**src/rtl/ctrl_pkg.sv**
```systemverilog
// Shared encodings for the CPU control FSM: opcodes, ALU codes, mux selects,
// FSM state and instruction class enums, and the per-class control vector.
package ctrl_pkg;

  localparam logic [3:0] OP_RTYPE = 4'b0000;
  localparam logic [3:0] OP_ANDI  = 4'b0001;
  localparam logic [3:0] OP_ORI   = 4'b0010;
  localparam logic [3:0] OP_XORI  = 4'b0011;
  localparam logic [3:0] OP_MEM   = 4'b0100;
  localparam logic [3:0] OP_ADDI  = 4'b0101;
  localparam logic [3:0] OP_LSH   = 4'b1000;
  localparam logic [3:0] OP_SUBI  = 4'b1001;
  localparam logic [3:0] OP_CMPI  = 4'b1011;
  localparam logic [3:0] OP_BCOND = 4'b1100;
  localparam logic [3:0] OP_MOVI  = 4'b1101;
  localparam logic [3:0] OP_LUI   = 4'b1111;

  localparam logic [3:0] EXT_AND   = 4'b0001;
  localparam logic [3:0] EXT_OR    = 4'b0010;
  localparam logic [3:0] EXT_XOR   = 4'b0011;
  localparam logic [3:0] EXT_ADD   = 4'b0101;
  localparam logic [3:0] EXT_SUB   = 4'b1001;
  localparam logic [3:0] EXT_CMP   = 4'b1011;
  localparam logic [3:0] EXT_MOV   = 4'b1101;
  localparam logic [3:0] EXT_MUL   = 4'b1110;
  localparam logic [3:0] EXT_LSH   = 4'b0100;
  localparam logic [3:0] EXT_LOAD  = 4'b0000;
  localparam logic [3:0] EXT_STOR  = 4'b0100;
  localparam logic [3:0] EXT_JCOND = 4'b1100;

  localparam logic [3:0] ALU_ADD = 4'd0;
  localparam logic [3:0] ALU_SUB = 4'd1;
  localparam logic [3:0] ALU_AND = 4'd2;
  localparam logic [3:0] ALU_OR  = 4'd3;
  localparam logic [3:0] ALU_XOR = 4'd4;
  localparam logic [3:0] ALU_NOT = 4'd5;
  localparam logic [3:0] ALU_LSH = 4'd6;
  localparam logic [3:0] ALU_ASH = 4'd7;
  localparam logic [3:0] ALU_MUL = 4'd8;

  localparam logic [1:0] PC_PLUS1    = 2'b00;
  localparam logic [1:0] PC_PLUS_IMM = 2'b01;
  localparam logic [1:0] PC_RSRC     = 2'b10;

  localparam logic [1:0] SX_SIGN = 2'b00;
  localparam logic [1:0] SX_ZERO = 2'b01;
  localparam logic [1:0] SX_LUI  = 2'b10;

  localparam logic [1:0] WB_ALU  = 2'b00;
  localparam logic [1:0] WB_MEM  = 2'b01;
  localparam logic [1:0] WB_RSRC = 2'b10;
  localparam logic [1:0] WB_IMM  = 2'b11;

  typedef enum logic [2:0] {
    ST_FETCH, ST_DECODE, ST_EXECUTE, ST_MEM_RD, ST_LOAD_WB, ST_PC_INC
  } state_t;

  typedef enum logic [2:0] {
    CLS_ALU, CLS_BRANCH, CLS_JUMP, CLS_LOAD, CLS_STOR, CLS_NOP
  } instr_class_t;

  // Controls that only matter for single-cycle ALU-class instructions
  typedef struct packed {
    logic       wr_en;
    logic [3:0] alu_sel;
    logic       alu_src;
    logic [1:0] write_back_sel;
    logic [1:0] sign_ext_mode;
    logic       cmp_f_en;
    logic       of_f_en;
    logic       z_f_en;
  } exec_ctrl_t;

  // Full output set of the controller, so it can be cleared in one go
  typedef struct packed {
    logic       wr_en;
    logic [3:0] alu_sel;
    logic       alu_src;
    logic [1:0] write_back_sel;
    logic       pc_en;
    logic       next_instr;
    logic       instr_en;
    logic [1:0] pc_addr_mode;
    logic [1:0] sign_ext_mode;
    logic       cmp_f_en;
    logic       of_f_en;
    logic       z_f_en;
    logic       mem_wr_en;
  } ctrl_out_t;

  // AND/OR/XOR share the codes 1/2/3 as R-type ext and as I-type opcode
  function automatic logic [3:0] logic_alu_sel(input logic [3:0] code);
    return code + 4'd1;
  endfunction

endpackage

```
**src/rtl/cpu_controller_if.sv**
```systemverilog
// Control bus between the CPU controller (master) and the DataPath (slave).
interface cpu_controller_if;
  logic [3:0] opcode;
  logic [3:0] opcode_ext;
  logic       cmp_result;
  logic       wr_en;
  logic [3:0] alu_sel;
  logic       alu_src;
  logic [1:0] write_back_sel;
  logic       pc_en;
  logic       next_instr;
  logic       instr_en;
  logic [1:0] pc_addr_mode;
  logic [1:0] sign_ext_mode;
  logic       cmp_f_en;
  logic       of_f_en;
  logic       z_f_en;
  logic       mem_wr_en;

  modport master (
    input  opcode, opcode_ext, cmp_result,
    output wr_en, alu_sel, alu_src, write_back_sel, pc_en, next_instr, instr_en,
           pc_addr_mode, sign_ext_mode, cmp_f_en, of_f_en, z_f_en, mem_wr_en
  );

  modport slave (
    output opcode, opcode_ext, cmp_result,
    input  wr_en, alu_sel, alu_src, write_back_sel, pc_en, next_instr, instr_en,
           pc_addr_mode, sign_ext_mode, cmp_f_en, of_f_en, z_f_en, mem_wr_en
  );
endinterface

```
**src/rtl/cpu_controller_instr_decoder.sv**
```systemverilog
// Combinational instruction decoder: opcode/opcode_ext -> instruction class
// plus the ALU-class control vector. Unknown encodings decode as NOP.
module instr_decoder
  import ctrl_pkg::*;
(
  input  logic [3:0]   opcode,
  input  logic [3:0]   opcode_ext,
  output instr_class_t instr_class,
  output exec_ctrl_t   ctrl
);

  // Class and control vector lookup
  always_comb begin
    instr_class = CLS_NOP;
    ctrl        = '0;
    case (opcode)
      OP_RTYPE: begin
        instr_class = CLS_ALU;
        case (opcode_ext)
          EXT_ADD, EXT_SUB: begin
            ctrl.wr_en   = 1'b1;
            ctrl.alu_sel = (opcode_ext == EXT_SUB) ? ALU_SUB : ALU_ADD;
            ctrl.of_f_en = 1'b1;
            ctrl.z_f_en  = 1'b1;
          end
          EXT_AND, EXT_OR, EXT_XOR: begin
            ctrl.wr_en   = 1'b1;
            ctrl.alu_sel = logic_alu_sel(opcode_ext);
            ctrl.z_f_en  = 1'b1;
          end
          EXT_MOV: begin
            ctrl.wr_en          = 1'b1;
            ctrl.write_back_sel = WB_RSRC;
          end
          EXT_MUL: begin
            ctrl.wr_en   = 1'b1;
            ctrl.alu_sel = ALU_MUL;
          end
          EXT_CMP: begin
            ctrl.alu_sel  = ALU_SUB;
            ctrl.cmp_f_en = 1'b1;
            ctrl.z_f_en   = 1'b1;
          end
          default: instr_class = CLS_NOP;
        endcase
      end
      OP_ADDI, OP_SUBI: begin
        instr_class  = CLS_ALU;
        ctrl.wr_en   = 1'b1;
        ctrl.alu_src = 1'b1;
        ctrl.alu_sel = (opcode == OP_SUBI) ? ALU_SUB : ALU_ADD;
        ctrl.of_f_en = 1'b1;
        ctrl.z_f_en  = 1'b1;
      end
      OP_ANDI, OP_ORI, OP_XORI: begin
        instr_class        = CLS_ALU;
        ctrl.wr_en         = 1'b1;
        ctrl.alu_src       = 1'b1;
        ctrl.alu_sel       = logic_alu_sel(opcode);
        ctrl.sign_ext_mode = SX_ZERO;
        ctrl.z_f_en        = 1'b1;
      end
      OP_MOVI, OP_LUI: begin
        instr_class         = CLS_ALU;
        ctrl.wr_en          = 1'b1;
        ctrl.alu_src        = 1'b1;
        ctrl.write_back_sel = WB_IMM;
        ctrl.sign_ext_mode  = (opcode == OP_LUI) ? SX_LUI : SX_ZERO;
      end
      OP_CMPI: begin
        instr_class   = CLS_ALU;
        ctrl.alu_src  = 1'b1;
        ctrl.alu_sel  = ALU_SUB;
        ctrl.cmp_f_en = 1'b1;
        ctrl.z_f_en   = 1'b1;
      end
      OP_LSH: begin
        if (opcode_ext == EXT_LSH) begin
          instr_class  = CLS_ALU;
          ctrl.wr_en   = 1'b1;
          ctrl.alu_sel = ALU_LSH;
        end
      end
      OP_BCOND: instr_class = CLS_BRANCH;
      OP_MEM: begin
        case (opcode_ext)
          EXT_LOAD:  instr_class = CLS_LOAD;
          EXT_STOR:  instr_class = CLS_STOR;
          EXT_JCOND: instr_class = CLS_JUMP;
          default:   instr_class = CLS_NOP;
        endcase
      end
      default: instr_class = CLS_NOP;
    endcase
  end

endmodule

```
**src/rtl/cpu_controller.sv**
```systemverilog
// Multi-cycle CPU control FSM driving the DataPath and the BRAM write strobe.
// Optional build macro CTRL_MEM_STALL_EN adds a mem_ready input that stalls
// DECODE, LOAD_WB and the STOR write until the memory reports ready.
//
// state      | meaning
// FETCH      | PC drives BRAM address, read in flight
// DECODE     | instruction word valid, load instruction register
// EXECUTE    | issue class-specific controls, ALU/branch retire here
// MEM_RD     | BRAM address = Rsrc for a LOAD
// LOAD_WB    | write load data to Rdest, advance PC
// PC_INC     | advance PC after a STOR
module cpu_controller
  import ctrl_pkg::*;
(
  input  logic clk,
  input  logic reset_n,
`ifdef CTRL_MEM_STALL_EN
  input  logic mem_ready,
`endif
  cpu_controller_if.master bus
);

  state_t       state;
  state_t       state_next;
  instr_class_t instr_class;
  exec_ctrl_t   ctrl;
  ctrl_out_t    out;
  logic         ready;

`ifdef CTRL_MEM_STALL_EN
  assign ready = mem_ready;
`else
  assign ready = 1'b1;
`endif

  instr_decoder u_decoder (
    .opcode      (bus.opcode),
    .opcode_ext  (bus.opcode_ext),
    .instr_class (instr_class),
    .ctrl        (ctrl)
  );

  // State register
  always_ff @(posedge clk or negedge reset_n) begin
    if (!reset_n) state <= ST_FETCH;
    else          state <= state_next;
  end

  // Next state and output decode; all outputs held low while in reset
  always_comb begin
    state_next = state;
    out        = '0;
    case (state)
      ST_FETCH: begin
        out.next_instr = 1'b1;
        state_next     = ST_DECODE;
      end
      ST_DECODE: begin
        out.next_instr = 1'b1;
        if (ready) begin
          out.instr_en = 1'b1;
          state_next   = ST_EXECUTE;
        end
      end
      ST_EXECUTE: begin
        case (instr_class)
          CLS_ALU: begin
            out.wr_en          = ctrl.wr_en;
            out.alu_sel        = ctrl.alu_sel;
            out.alu_src        = ctrl.alu_src;
            out.write_back_sel = ctrl.write_back_sel;
            out.sign_ext_mode  = ctrl.sign_ext_mode;
            out.cmp_f_en       = ctrl.cmp_f_en;
            out.of_f_en        = ctrl.of_f_en;
            out.z_f_en         = ctrl.z_f_en;
            out.pc_en          = 1'b1;
            state_next         = ST_FETCH;
          end
          CLS_BRANCH: begin
            out.pc_en         = 1'b1;
            out.pc_addr_mode  = bus.cmp_result ? PC_PLUS_IMM : PC_PLUS1;
            out.sign_ext_mode = SX_SIGN;
            state_next        = ST_FETCH;
          end
          CLS_JUMP: begin
            out.pc_en        = 1'b1;
            out.pc_addr_mode = bus.cmp_result ? PC_RSRC : PC_PLUS1;
            state_next       = ST_FETCH;
          end
          CLS_LOAD: state_next = ST_MEM_RD;
          CLS_STOR: begin
            out.mem_wr_en = 1'b1;
            if (ready) state_next = ST_PC_INC;
          end
          default: begin
            out.pc_en  = 1'b1;
            state_next = ST_FETCH;
          end
        endcase
      end
      ST_MEM_RD: state_next = ST_LOAD_WB;
      ST_LOAD_WB: begin
        if (ready) begin
          out.wr_en          = 1'b1;
          out.write_back_sel = WB_MEM;
          out.pc_en          = 1'b1;
          state_next         = ST_FETCH;
        end
      end
      ST_PC_INC: begin
        out.pc_en  = 1'b1;
        state_next = ST_FETCH;
      end
      default: state_next = ST_FETCH;
    endcase
    if (!reset_n) out = '0;
  end

  assign bus.wr_en          = out.wr_en;
  assign bus.alu_sel        = out.alu_sel;
  assign bus.alu_src        = out.alu_src;
  assign bus.write_back_sel = out.write_back_sel;
  assign bus.pc_en          = out.pc_en;
  assign bus.next_instr     = out.next_instr;
  assign bus.instr_en       = out.instr_en;
  assign bus.pc_addr_mode   = out.pc_addr_mode;
  assign bus.sign_ext_mode  = out.sign_ext_mode;
  assign bus.cmp_f_en       = out.cmp_f_en;
  assign bus.of_f_en        = out.of_f_en;
  assign bus.z_f_en         = out.z_f_en;
  assign bus.mem_wr_en      = out.mem_wr_en;

endmodule

```
**src/flat_wrapper.sv**
```systemverilog
// flat-port wrapper written by rule: the top's interface ports become plain ports
module cpu_controller_flat import ctrl_pkg::*;
  (clk, reset_n, bus_opcode, bus_opcode_ext, bus_cmp_result, bus_wr_en, bus_alu_sel, bus_alu_src, bus_write_back_sel, bus_pc_en, bus_next_instr, bus_instr_en, bus_pc_addr_mode, bus_sign_ext_mode, bus_cmp_f_en, bus_of_f_en, bus_z_f_en, bus_mem_wr_en);
  cpu_controller_if bus_i ();
  input  logic clk;
  input  logic reset_n;
  input wire logic [$bits(bus_i.opcode)-1:0] bus_opcode;
  input wire logic [$bits(bus_i.opcode_ext)-1:0] bus_opcode_ext;
  input wire logic [$bits(bus_i.cmp_result)-1:0] bus_cmp_result;
  output wire logic [$bits(bus_i.wr_en)-1:0] bus_wr_en;
  output wire logic [$bits(bus_i.alu_sel)-1:0] bus_alu_sel;
  output wire logic [$bits(bus_i.alu_src)-1:0] bus_alu_src;
  output wire logic [$bits(bus_i.write_back_sel)-1:0] bus_write_back_sel;
  output wire logic [$bits(bus_i.pc_en)-1:0] bus_pc_en;
  output wire logic [$bits(bus_i.next_instr)-1:0] bus_next_instr;
  output wire logic [$bits(bus_i.instr_en)-1:0] bus_instr_en;
  output wire logic [$bits(bus_i.pc_addr_mode)-1:0] bus_pc_addr_mode;
  output wire logic [$bits(bus_i.sign_ext_mode)-1:0] bus_sign_ext_mode;
  output wire logic [$bits(bus_i.cmp_f_en)-1:0] bus_cmp_f_en;
  output wire logic [$bits(bus_i.of_f_en)-1:0] bus_of_f_en;
  output wire logic [$bits(bus_i.z_f_en)-1:0] bus_z_f_en;
  output wire logic [$bits(bus_i.mem_wr_en)-1:0] bus_mem_wr_en;
  assign bus_i.opcode = bus_opcode;
  assign bus_i.opcode_ext = bus_opcode_ext;
  assign bus_i.cmp_result = bus_cmp_result;
  assign bus_wr_en = bus_i.wr_en;
  assign bus_alu_sel = bus_i.alu_sel;
  assign bus_alu_src = bus_i.alu_src;
  assign bus_write_back_sel = bus_i.write_back_sel;
  assign bus_pc_en = bus_i.pc_en;
  assign bus_next_instr = bus_i.next_instr;
  assign bus_instr_en = bus_i.instr_en;
  assign bus_pc_addr_mode = bus_i.pc_addr_mode;
  assign bus_sign_ext_mode = bus_i.sign_ext_mode;
  assign bus_cmp_f_en = bus_i.cmp_f_en;
  assign bus_of_f_en = bus_i.of_f_en;
  assign bus_z_f_en = bus_i.z_f_en;
  assign bus_mem_wr_en = bus_i.mem_wr_en;
  cpu_controller u_core (.clk(clk), .reset_n(reset_n), .bus(bus_i));
endmodule
```
**config.mk**
```make
export PLATFORM = sky130hd
export DESIGN_NAME = cpu_controller_flat
export DESIGN_NICKNAME = d
export VERILOG_FILES = /design/src/rtl/ctrl_pkg.sv /design/src/rtl/cpu_controller_if.sv /design/src/rtl/cpu_controller_instr_decoder.sv /design/src/rtl/cpu_controller.sv /design/src/flat_wrapper.sv
export SDC_FILE = /design/constraint.sdc
export NUM_CORES = 1
export LEC_CHECK = 0
export CAP_MARGIN = 15
export CORE_MARGIN = 2
export CORE_UTILIZATION = 35
export DETAILED_ROUTE_END_ITERATION = 10
export GPL_TIMING_DRIVEN = 0
export SETUP_SLACK_MARGIN = 0.2
export SLEW_MARGIN = 30
export SYNTH_ARGS = -nofsm -noshare
export SYNTH_HDL_FRONTEND = slang
export SYNTH_SLANG_ARGS = --single-unit
```
**constraint.sdc**
```tcl
create_clock -name clk -period 4.3 [get_ports clk]
set_input_delay 0.86 -clock clk [delete_from_list [all_inputs] [get_ports clk]]
set_output_delay 0.86 -clock clk [all_outputs]
set_load 0.05 [all_outputs]
```
==> flow_summary.json <==
{
  "status": "complete, no violations",
  "layout_min_cycle_time_ns": 3.975,
  "wirelength_mm": 2.788,
  "overflow": 0,
  "path_clk_slew_ns": 0.03,
  "rsz0062_at_grt": "no",
  "cellPowerDensity_nw_per_um2": 228.3,
  "postSynthCellCount": 138,
  "die_h_um": 56.81,
  "async_flop_share": 1.000,
  "vias": 1137,
  "holdPathStages": 1,
  "fillers": 278,
  "holdBufCountCts": 0,
  "die_area_sq_um": 3227,
  "seq_area_frac_synth": 0.07692,
  "via_per_inst": 5.601,
  "netlist_area_sq_um": 975.9,
  "die_width_um": 56.81,
  "io_buffer_count": 29,
  "critical-path-max-stage-delay_ns": 0.49,
  "cts_buffer_depth": 2,
  "ys.flop_type": "dfrtp_1",
  "start_kind": "input pin",
  "drv_slew": 0,
  "critPathSlowestCell": "clkdlybuf4s50_1",
  "grt_pass1_vias": 1129,
  "dp_hpwl_mm": 2.233,
  "worstMarginPinSlew_ns": 0.5032,
  "htreeDepth": 1,
  "antenna_found_initial": 0,
  "synth.distinct_cells": 42,
  "hp-class": "reg2reg",
  "crit_required_ns": 3.44,
  "crit_top_cell": "buf_6",
  "ant_nets": 0,
  "fin_skew_ns": 0.002581,
  "cp.arrival_ns": 3.11,
  "reg_top3": "u_core.state (3)",
  "r2r-end": "u_core.state[1]",
  "fmax_mhz": 251.6,
  "holdPathEnd": "u_core.state[0]",
  "place.gp.congestion": 0.8597,
  "cts_tree": "done",
  "first_pass_iters": 5,
  "power.total_uw": 299.4,
  "insertion_delay_ns": 0.23,
  "grt_max_degree": 11,
  "synth_nets": 158,
  "rows": 19,
  "wl_met1_mm": 1.337,
  "drive_gt1_frac": 0.1977,
  "r2r_slack_ns": 3.40,
  "wl_met2_mm": 1.251,
  "relSlewSlack": 0.6635,
  "fin_nets": 193,
  "reg2reg_depth": 3,
  "cts.sinks": 3,
  "hold_start": "u_core.state[0]",
  "irDropWorstVdd_mv": 0.3416,
  "drc": 0,
  "syn_to_final_growth_pct": 34.36,
  "drt-initial-drc-count": 23,
  "multi_input_area_sq_um": 824.5,
  "finalHoldViolations": 0,
  "register_area_sq_um": 75.07,
  "post_drt_wl_per_cell_um": 13.73,
  "start_util": 0.3601,
  "top_layer": "met4",
  "num_io_pins": 30,
  "syn_area_per_cell_sq_um": 7.072,
  "synth-edff-count": 0,
  "root_buffer": "clkbuf_4",
  "n_antenna_cell": 0,
  "rr_startpoint": "u_core.state[2]",
  "largest_reg_flops": 3,
  "ys_ff_latch": 3,
  "min_period_over_period": 0.9243,
  "finalSetupViolations": 0,
  "largest-register": "u_core.state",
  "power.leakage_nw": 0.5178,
  "cts_buffers": 3,
  "synth_warnings": 0,
  "pre_cts_ws_ns": -0.1949,
  "coreArea_sq_um": 2710,
  "end_kind": "output port",
  "layout_setup_ws_ns": 0.3255,
  "worstSetupPathType": "in2out",
  "maxCapViolations": 0,
  "cp_cell_sequence": "clkdlybuf4s50_1, inv_1, ha_1, buf_6, or3b_4, a221oi_4, buf_6, nor3_1, clkdlybuf4s18_2",
  "track_usage": 0.1850,
  "wl_met3_um": 173,
  "cp_max_fo": 10,
  "grt_pass1_wl_mm": 4.940
}
## metal layers
metal | track usage | vias up
met5 | 0 | -
met4 | 0.02990 | 0
met3 | 0.04608 | 4
met2 | 0.3090 | 31
met1 | 0.2444 | 527
li1 | - | 575
## power breakdown
group | switching [mW] | total, mW | internal (mW)
Clock | 0.0139 | 0.0486 | 0.0347
Sequential | 0.0207 | 0.0606 | 0.0399
Combinational | 0.115 | 0.190 | 0.0750
Total | 0.150 | 0.299 | 0.150
## through the flow
| step | setup TNS (ns) | instance area (sq um) | util | std cells | hold slack [ns] |
|---|---|---|---|---|---|
| 2_1_floorplan | 0 | 982.2 | - | 138 | 0.4871 |
| 3_3_place_gp | -1.185 | 1311 | 0.4838 | 198 | 0.5408 |
| 3_5_place_dp | -1.619 | 1311 | 0.4838 | 198 | 0.5553 |
| 4_1_cts | 0 | 1344 | 0.4958 | 202 | 0.5639 |
| 5_1_grt | 0 | 1311 | 0.4838 | 203 | 0.6298 |
| 6_report | 0 | 1311 | 0.4838 | 203 | 0.5528 |
## area by class of cell
type,instances,area share
repair buffers,30,0.1956
clock buffers,4,0.02004
multi-input cells,118,0.6288
flip-flops and latches,3,0.05725
plain buffers,8,0.04294
well taps,31,0.02958
inverters,9,0.02576
## how the worst max path moves through the flow
stage	endpoint	slack, ns	from
detailed placement	bus_alu_sel[1]	-0.19	bus_opcode[0]
global route	bus_alu_src	0.18	bus_opcode[0]
global placement	bus_alu_sel[1]	-0.16	bus_opcode[0]
floorplan	bus_pc_addr_mode[1]	0.28	bus_opcode_ext[1]
CTS	bus_alu_sel[1]	0.08	bus_opcode[0]
finish	bus_alu_sel[3]	0.33	bus_opcode[0]
## cells in the mapped netlist, types with 2 or more instances
library cell / n / area share
nor2_1: 15 / 0.058
nand2_1: 11 / 0.042
ha_1: 9 / 0.12
inv_1: 9 / 0.035
nand2b_1: 9 / 0.058
nor3_1: 9 / 0.046
nor2b_1: 8 / 0.051
a21oi_1: 7 / 0.036
o21ai_0: 5 / 0.026
a211oi_1: 4 / 0.031
a31oi_1: 4 / 0.026
nor4_1: 4 / 0.026
buf_2: 3 / 0.015
dfrtp_1: 3 / 0.077
nand3_1: 3 / 0.015
and2_1: 2 / 0.013
buf_4: 2 / 0.015
buf_6: 2 / 0.023
nor3b_1: 2 / 0.015
nor4_2: 2 / 0.026
o21a_1: 2 / 0.015
o21bai_1: 2 / 0.015
o311a_1: 2 / 0.021
## critical path, delay by kind of cell
kind	cells	cell delay (ns)
compound gates	1	0.31
buf+inv	5	1.29
simple gates	2	0.49
fa+ha+maj	1	0.17
## cell families (layout without fill, tap and decap cells)
family	count (synthesis)	count (layout)	share of synthesized area
fa+ha+maj	9	9	0.1154
compound gates	36	36	0.2782
xor+xnor	1	1	0.008976
simple gates	72	72	0.4282
flops	3	3	0.07692
buf+inv	17	51	0.09229
## cells in the final DEF (no fill, tap or decap), types with 2 or more instances in the layout
| cell | n |
|---|---|
| a211oi_1 | 4 |
| a21oi_1 | 7 |
| a31oi_1 | 4 |
| and2_1 | 2 |
| buf_2 | 8 |
| buf_4 | 3 |
| buf_6 | 2 |
| clkbuf_1 | 2 |
| clkbuf_2 | 4 |
| clkbuf_4 | 3 |
| clkdlybuf4s15_2 | 4 |
| clkdlybuf4s50_1 | 14 |
| dfrtp_1 | 3 |
| ha_1 | 9 |
| inv_1 | 9 |
| nand2_1 | 11 |
| nand2b_1 | 9 |
| nand3_1 | 3 |
| nor2_1 | 15 |
| nor2b_1 | 8 |
| nor3_1 | 9 |
| nor3b_1 | 2 |
| nor4_1 | 3 |
| nor4_2 | 3 |
| o21a_1 | 2 |
| o21ai_0 | 5 |
| o21bai_1 | 2 |
| o311a_1 | 2 |
## what timing repair did
action | 4_1_cts | 5_1_grt
setup endpoints to repair | 15 | 13
setup buffers | 0 | 1
hold endpoints to repair | 0 | 0
resized for setup | 45 | 22
(Power assumes the default switching activity.)
==> RTL edit, RTL diff (config.mk and constraints unchanged) <==
Re-encode `state_t` (6 states) as one-hot, 6 bits wide.
--- a/src/rtl/ctrl_pkg.sv
+++ b/src/rtl/ctrl_pkg.sv
@@ -51,8 +51,8 @@
   localparam logic [1:0] WB_RSRC = 2'b10;
   localparam logic [1:0] WB_IMM  = 2'b11;
 
-  typedef enum logic [2:0] {
-    ST_FETCH, ST_DECODE, ST_EXECUTE, ST_MEM_RD, ST_LOAD_WB, ST_PC_INC
+  typedef enum logic [5:0] {
+    ST_FETCH = 6'b000001, ST_DECODE = 6'b000010, ST_EXECUTE = 6'b000100, ST_MEM_RD = 6'b001000, ST_LOAD_WB = 6'b010000, ST_PC_INC = 6'b100000
   } state_t;
 
   typedef enum logic [2:0] {
Formal check against the unedited RTL: same outputs for any inputs over 10 cycles, from zero or initial values and one cycle with reset_n low; not proved beyond that.
==> RTL edit against the original RTL <==
  * Largest cell class unchanged
  * Sequential cell count grew 3
  * Critical endpoint is now bus_sign_ext_mode[1]
  * Final area grew 4.5%
  * Core utilization grew 0.46 points
  * Count of clock-buffer cells in the layout is the same
  * Synthesized cell count grew 7.2%
  * Worst setup slack lost 18 ps
  * Wire length grew 9.5%
  * The run now ends with design-rule violations left
  * Synthesized area grew 7.8%
Power is not compared: it rests on default switching activity, and its combinational part moved more than twofold at a synthesized area within 25%.
==> RTL edit: results (changes against the original RTL) <==
ff2ff_path_depth: 5  # +2
gr-usage-met1_pct: 24.9  # +0.49 points
wirelength_um: 3050  # +9.5%
insertion_delay_ps: 270  # +40 ps
slowest_delay_ps: 450  # -40 ps
path_max_fanout: 7  # -3
drive_above_1_share_pct: 22.7  # +2.9 points
gr-usage-met2_pct: 32.5  # +1.6 points
drt-met1-wl_um: 1380  # +3.5%
holdPathEnd: "u_core.state[1]"
synthesis.nets: 168  # +6.3%
io_buffers: 28  # -3.4%
avgViaCountPerCell: 5.65  # +0.89%
fin_nets: 202  # +4.7%
synth_compound_area_share_pct: 23.3  # -4.5 points
crit_start: "bus_opcode_ext[0]"
max_slew_margin_pct: 67.4  # +1.0 points
top_regs: "u_core.state (6)"
drc: 2  # +2
wl_per_cell_um: 14.4  # +4.9%
post-place-ws_ps: -267  # -71.9 ps
place_area_um2: 1380  # +5.1%
gp_congestion: 0.852  # -0.88%
setup_ws_ps: 308  # -17.6 ps
status: "finished with violations"
violations: "design-rule violations"
numPlacedInstances: 207  # +4.5%
fin_skew_ps: 6.17  # +3.58 ps
RTL edit: cell types whose count changed after synthesis, sizes merged, moves of 3 or more:
cell    before  now
nand3        3    8
and3         0    4
nor2        15   18
o22ai        0    3
a21oi        7   10
nor4         7    3
a31oi        4    0
nand2b       9    2
RTL edit: power breakdown:
part	switching, mW	internal [mW]	total, mW
clock	0.0274	0.0356	0.0629
sequential	0.000335	0.0571	0.0574
combinational	0.0458	0.0313	0.0771
total	0.0735	0.124	0.197
RTL edit: final cells by class:
| cell class | instances | area (µm²) |
|---|---|---|
| inverter | 9 | 33.8 |
| timing repair buffer | 29 | 239 |
| fill | 293 | 1440 |
| buffer | 9 | 51.3 |
| tap | 31 | 38.8 |
| multi-input combinational | 124 | 830 |
| clock buffer | 4 | 26.3 |
| sequential | 6 | 151 |
RTL edit: logic make-up after synthesis:
logic type / Yosys count
buffers and inverters: 18
AO/OA/AOI/OAI: 36
flip-flops: 6
adder cells (fa/ha/maj): 9
AND/OR/NAND/NOR: 76
XOR/XNOR: 3
